===== src/rtl/btn_conditioner_pkg.sv =====
// ---------------------------------------------------------------------------
// btn_conditioner_pkg : button indices and default timing for btn_conditioner
// Rev 1.0
// ---------------------------------------------------------------------------
`default_nettype none

package btn_conditioner_pkg;

  localparam int NUM_BTNS  = 4;

  localparam int BTN_P1_UP = 0;
  localparam int BTN_P1_DN = 1;
  localparam int BTN_P2_UP = 2;
  localparam int BTN_P2_DN = 3;

  // 10 ms debounce and 100 ms auto-repeat at 25 MHz
  localparam int DEFAULT_DEBOUNCE_CYCLES = 250000;
  localparam int DEFAULT_REPEAT_CYCLES   = 2500000;

endpackage

`default_nettype wire


===== src/rtl/btn_debounce.sv =====
// ---------------------------------------------------------------------------
// btn_debounce : 2-flop synchronizer, debounce counter, level and press pulse
// Rev 1.0
// ---------------------------------------------------------------------------
`default_nettype none

module btn_debounce
  import btn_conditioner_pkg::*;
#(
  parameter int DEBOUNCE_CYCLES = DEFAULT_DEBOUNCE_CYCLES
) (
  input  logic clk,
  input  logic rst_n,
  input  logic i_raw,
  output logic o_level,
  output logic o_press,
  output logic o_toggle
);

  localparam int CNT_W = $clog2(DEBOUNCE_CYCLES + 1);
  localparam logic [CNT_W-1:0] c_CNT_DONE = CNT_W'(DEBOUNCE_CYCLES);

  logic             r_sync1;
  logic             r_sync2;
  logic [CNT_W-1:0] r_cnt;
  logic             r_level;
  logic             r_press;
  logic             w_diff;

  assign w_diff   = r_sync2 ^ r_level;
  // Level commits on the edge after DEBOUNCE_CYCLES differing samples were counted.
  assign o_toggle = w_diff && (r_cnt == c_CNT_DONE);

  always_ff @(posedge clk or negedge rst_n) begin
    if (!rst_n) begin
      r_sync1 <= 1'b0;
      r_sync2 <= 1'b0;
      r_cnt   <= '0;
      r_level <= 1'b0;
      r_press <= 1'b0;
    end else begin
      r_sync1 <= i_raw;
      r_sync2 <= r_sync1;
      if (!w_diff || o_toggle) begin
        r_cnt <= '0;
      end else begin
        r_cnt <= r_cnt + CNT_W'(1);
      end
      if (o_toggle) begin
        r_level <= ~r_level;
      end
      r_press <= o_toggle & ~r_level;
    end
  end

  assign o_level = r_level;
  assign o_press = r_press;

endmodule

`default_nettype wire


===== src/rtl/btn_conditioner.sv =====
// ---------------------------------------------------------------------------
// btn_conditioner : debounced buttons, press pulses and auto-repeat move strobes
// Rev 1.0
// ---------------------------------------------------------------------------
`default_nettype none

module btn_conditioner
  import btn_conditioner_pkg::*;
#(
  parameter int DEBOUNCE_CYCLES = DEFAULT_DEBOUNCE_CYCLES,
  parameter int REPEAT_CYCLES   = DEFAULT_REPEAT_CYCLES
) (
  input  logic       clk,
  input  logic       rst_n,
  input  logic [3:0] btn_raw,
  output logic [3:0] btn_level,
  output logic [3:0] btn_press,
  output logic [3:0] move
);

  localparam int REP_W = $clog2(REPEAT_CYCLES);
  localparam logic [REP_W-1:0] c_REP_LAST = REP_W'(REPEAT_CYCLES - 1);

  logic [NUM_BTNS-1:0] w_toggle;
  logic [NUM_BTNS-1:0] w_level_nxt;
  logic [NUM_BTNS-1:0] w_rise;
  logic [NUM_BTNS-1:0] w_wrap;
  logic [NUM_BTNS-1:0] w_mask;
  logic                w_conf_p1;
  logic                w_conf_p2;
  logic [NUM_BTNS-1:0] r_move;

  assign w_level_nxt = btn_level ^ w_toggle;
  assign w_rise      = w_toggle & ~btn_level;

  for (genvar gi = 0; gi < NUM_BTNS; gi++) begin : g_btn
    logic [REP_W-1:0] r_rep;

    btn_debounce #(
      .DEBOUNCE_CYCLES(DEBOUNCE_CYCLES)
    ) u_debounce (
      .clk     (clk),
      .rst_n   (rst_n),
      .i_raw   (btn_raw[gi]),
      .o_level (btn_level[gi]),
      .o_press (btn_press[gi]),
      .o_toggle(w_toggle[gi])
    );

    assign w_wrap[gi] = btn_level[gi] & ~w_toggle[gi] & (r_rep == c_REP_LAST);

    // Counter phase is anchored to the press, so repeats keep their cadence through conflicts.
    always_ff @(posedge clk or negedge rst_n) begin
      if (!rst_n) begin
        r_rep <= '0;
      end else if (w_rise[gi]) begin
        r_rep <= '0;
      end else if (btn_level[gi] && !w_toggle[gi]) begin
        r_rep <= w_wrap[gi] ? '0 : r_rep + REP_W'(1);
      end else begin
        r_rep <= '0;
      end
    end
  end

  // Masking uses next-cycle levels so move lines up with the registered level.
  assign w_conf_p1 = w_level_nxt[BTN_P1_UP] & w_level_nxt[BTN_P1_DN];
  assign w_conf_p2 = w_level_nxt[BTN_P2_UP] & w_level_nxt[BTN_P2_DN];

  assign w_mask[BTN_P1_UP] = w_conf_p1;
  assign w_mask[BTN_P1_DN] = w_conf_p1;
  assign w_mask[BTN_P2_UP] = w_conf_p2;
  assign w_mask[BTN_P2_DN] = w_conf_p2;

  always_ff @(posedge clk or negedge rst_n) begin
    if (!rst_n) begin
      r_move <= '0;
    end else begin
      r_move <= (w_rise | w_wrap) & ~w_mask;
    end
  end

  assign move = r_move;

endmodule

`default_nettype wire

===== config.mk =====
export PLATFORM = sky130hd
export DESIGN_NAME = btn_conditioner
export DESIGN_NICKNAME = d
export VERILOG_FILES = /design/src/rtl/btn_conditioner_pkg.sv /design/src/rtl/btn_debounce.sv /design/src/rtl/btn_conditioner.sv
export SDC_FILE = /design/constraint.sdc
export NUM_CORES = 1
export LEC_CHECK = 0
export CORE_ASPECT_RATIO = 1.1
export CORE_UTILIZATION = 40
export DETAILED_ROUTE_END_ITERATION = 16
export PLACE_DENSITY = 0.62
export SLEW_MARGIN = 0
export SYNTH_ARGS = -nofsm -noshare
export SYNTH_HDL_FRONTEND = slang
export SYNTH_SLANG_ARGS = --single-unit

===== constraint.sdc =====
create_clock -name clk -period 1.76 [get_ports clk]
set_input_delay 0.264 -clock clk [delete_from_list [all_inputs] [get_ports clk]]
set_output_delay 0.264 -clock clk [all_outputs]
set_load 0.005 [all_outputs]

==> flow_metrics.py <==
metrics = {
    "sta": {
        "grt_setup_unrepaired": "yes",
        "relSlewSlack_pct": 67.24,
        "worst_pin_slew_ps": 487.6,
        "hold_viol": 0,
        "hold_ws_ps": 274.1,
        "clock_skew_ps": 10.48,
        "slew_viol_final": 0,
        "post-route-period-util_pct": 107.4,
        "finalSetupViolations": 103,
        "period_minus_slack_ps": 1891,
        "timing.fmax_mhz": 528.9,
        "setup_ws_ps": -130.8,
    },
    "layout": {
        "utilization_pct": 54.24,
        "fin_cells": 1318,
        "postLayoutCellArea_um2": 11270,
        "antennaDiodeCount": 0,
        "fin_nets": 1038,
        "fillerInstances": 1876,
        "drive_gt1_share_pct": 25.27,
        "area_growth_pct": 31.63,
    },
    "critical_path": {
        "crit_required_ps": 2070,
        "path_cells": "nor4_2, nand3b_1, nor4_4, mux2_4, and3b_1",
        "path_max_fanout": 4,
        "cp_slowest_stage_delay_ps": 410,
        "critPathBufInv": 0,
        "cp-start-kind": "flip-flop",
        "endpoint_kind": "flip-flop",
        "crit_type": "flip-flop to flip-flop",
        "critical_path.top_delay_family": "simple AND/OR/NAND/NOR gates",
        "cp_slowest_cell": "nor4_4",
        "critical_path_arrival_ps": 2200,
    },
    "logic_synthesis": {
        "synth.top_cells.by_area": "dfrtp_1 (53%), nor2_1 (8.4%), xor2_1 (7.9%)",
        "syn_area_um2": 8564,
        "async_reset_ff_share_pct": 100.0,
        "synth_edf_count": 0,
        "synth_cells": 864,
        "synth_seq_cells": 180,
        "syn_area_per_cell_um2": 9.913,
        "synth_top_area_share_pct": 52.59,
        "yosysSeqAreaShare_pct": 52.59,
        "yosysMostFrequentCell": "nor2_1",
        "ys_warn_count": 0,
        "ys.flop_type": "dfrtp_1",
        "synth_cell_types": 38,
        "synth_area_leader_cell": "dfrtp_1",
        "synth_nets": 882,
        "yosys-top-cells-count": "nor2_1 (192), dfrtp_1 (180), xor2_1 (77)",
    },
    "detailed_routing": {
        "ant_nets": 0,
        "drt_first_pass_iters": 4,
        "wl_per_cell_um": 13.14,
        "drt_iter0_markers": 204,
        "drc": 0,
        "routed_via_density": 4.927,
        "wl_um": 17320,
        "vias": 6494,
    },
    "grt": {
        "grt_start_max_net_pins": 50,
        "grtUsageTotal_pct": 16.39,
        "grt_pass1_wl_um": 29170,
        "grt_pass1_vias": 6460,
        "grt-ovfl-total": 0,
        "antenna_found_initial": 0,
    },
    "place": {
        "post-place-cells": 1273,
        "place_hpwl_um": 11230,
        "io_buffers": 17,
        "placed_cell_area_um2": 10070,
        "routabilityCongestion": 0.7863,
    },
    "floorplan": {
        "initial_core_util_pct": 41.21,
        "row_count": 55,
        "ios": 18,
        "die_y_um": 155.5,
        "dieArea_um2": 22000,
        "die_x_um": 141.5,
        "fp.coreArea_um2": 20780,
    },
    "clocking": {
        "cts.clk_slew.worst_paths_ps": 70,
        "cts_made_buffers": 17,
        "clk_latency_ps": 430,
        "ctsLongestPathBuffers": 2,
        "htree_num_levels": 4,
        "cts-root-buf": "clkbuf_16",
        "cts_tree": "done",
        "clkSinkCount": 180,
    },
    "pwr": {
        "vdd_drop_max_v": 0.0005836,
        "p_leak_uw": 0.004739,
        "p_per_area_nw_per_um2": 742.6,
    },
    "run": {
        "cap_violations": 0,
    },
    "outcome": {
        "violations": "setup timing",
        "outcome": "finished with violations",
    },
    "hold_path": {
        "hold_path.class": "input pin to flip-flop",
    },
}
-- cells by family after synthesis --
group                      synth area share [%]
and+or+nand+nor                           25.96
DFF                                       52.59
xor gates and xnor gates                  15.14
buffers and inverters                     3.010
adders and majority gates                 1.753
AOI/OAI and AO/OA                        0.9788
muxes                                    0.5697
-- metrics by stage --
stage	TNS (ps)	setup slack (ps)	power [uW]
floorplan	-2458	-108.1	4356
global placement	-4369	-84.81	4546
detailed placement	-7616	-119.1	4548
CTS	-1735	-93.87	8437
global route	-19270	-271.7	8688
finish	-6294	-130.8	8372
-- cell type report --
cell class	count	area (um^2)	share of cell area [%]
flip-flops and latches	180	4507	39.98
multi-input cells	629	4249	37.69
repair buffers	164	1451	12.87
clock inverters	9	126.4	1.121
well taps	285	356.6	3.163
inverters	28	105.1	0.9323
clock buffers	23	478.0	4.240
-- what timing repair did --
item,CTS,global route
hold endpoints to repair,44,0
setup endpoints to repair,125,150
hold buffers,1,0
pin swaps,23,25
setup buffers,3,5
gates cloned,1,3
gates resized for setup,38,76
-- cells in the final DEF, fill, tap and decap left out, drive strengths merged, types with 3 or more instances in the layout --
cell,count
o21ai,3
bufinv,3
o211a,3
inv,28
xnor2,71
ha,12
nand3b,3
nand3,63
nand2,53
o21bai,3
and3b,4
mux2,4
nor2,192
nor4,21
clkinv,5
buf,144
nor4b,9
clkdlybuf4s50,16
or4,3
nand4,42
and2,4
clkbuf,26
nor3b,4
and3,20
dfrtp,180
and4,9
nor3,17
xor2,77
-- power by group --
part / internal, uW / switching, uW / leakage [uW]
clock: 2340 / 1520 / 0.000297
sequential: 4170 / 21.8 / 0.00248
combinational: 134 / 192 / 0.00196
total: 6640 / 1730 / 0.00474
-- registers in the layout, summed over array words and instances (netlist names) --
name and count:
move 4, g_btn.u_debounce.r_cnt 72, g_btn.u_debounce.o_level 4, g_btn.r_rep 88, g_btn.u_debounce.r_sync2 4, g_btn.u_debounce.r_sync1 4, g_btn.u_debounce.o_press 4
-- path summary, 6_finish.rpt --
| kind | from | to | slack (ps) | cells after the start |
|---|---|---|---|---|
| setup / recovery | g_btn[0].u_debounce.r_cnt[11] | move[0] | -130 | 5 |
| setup reg to reg | g_btn[0].u_debounce.r_cnt[11] | move[0] | -130 | 5 |
| max in group asynchronous | rst_n | g_btn[1].r_rep[1] | 800 | 3 |
| hold reg to reg | g_btn[2].u_debounce.r_sync1 | g_btn[2].u_debounce.r_sync2 | 350 | 0 |
| hold / removal | btn_raw[3] | g_btn[3].u_debounce.r_sync1 | 270 | 1 |
| min in group asynchronous | rst_n | g_btn[2].u_debounce.r_cnt[12] | 360 | 2 |
-- per-layer routing --
layer | global-route usage [%] | vias up | part of all wire (%)
met5 | 0 | - | 0
met4 | 5.325 | 0 | 1.3
met3 | 3.416 | 21 | 2.3
met2 | 27.96 | 60 | 51
met1 | 20.77 | 3206 | 45
li1 | - | 3207 | -
Note: power is estimated with default switching activity, not from simulation.
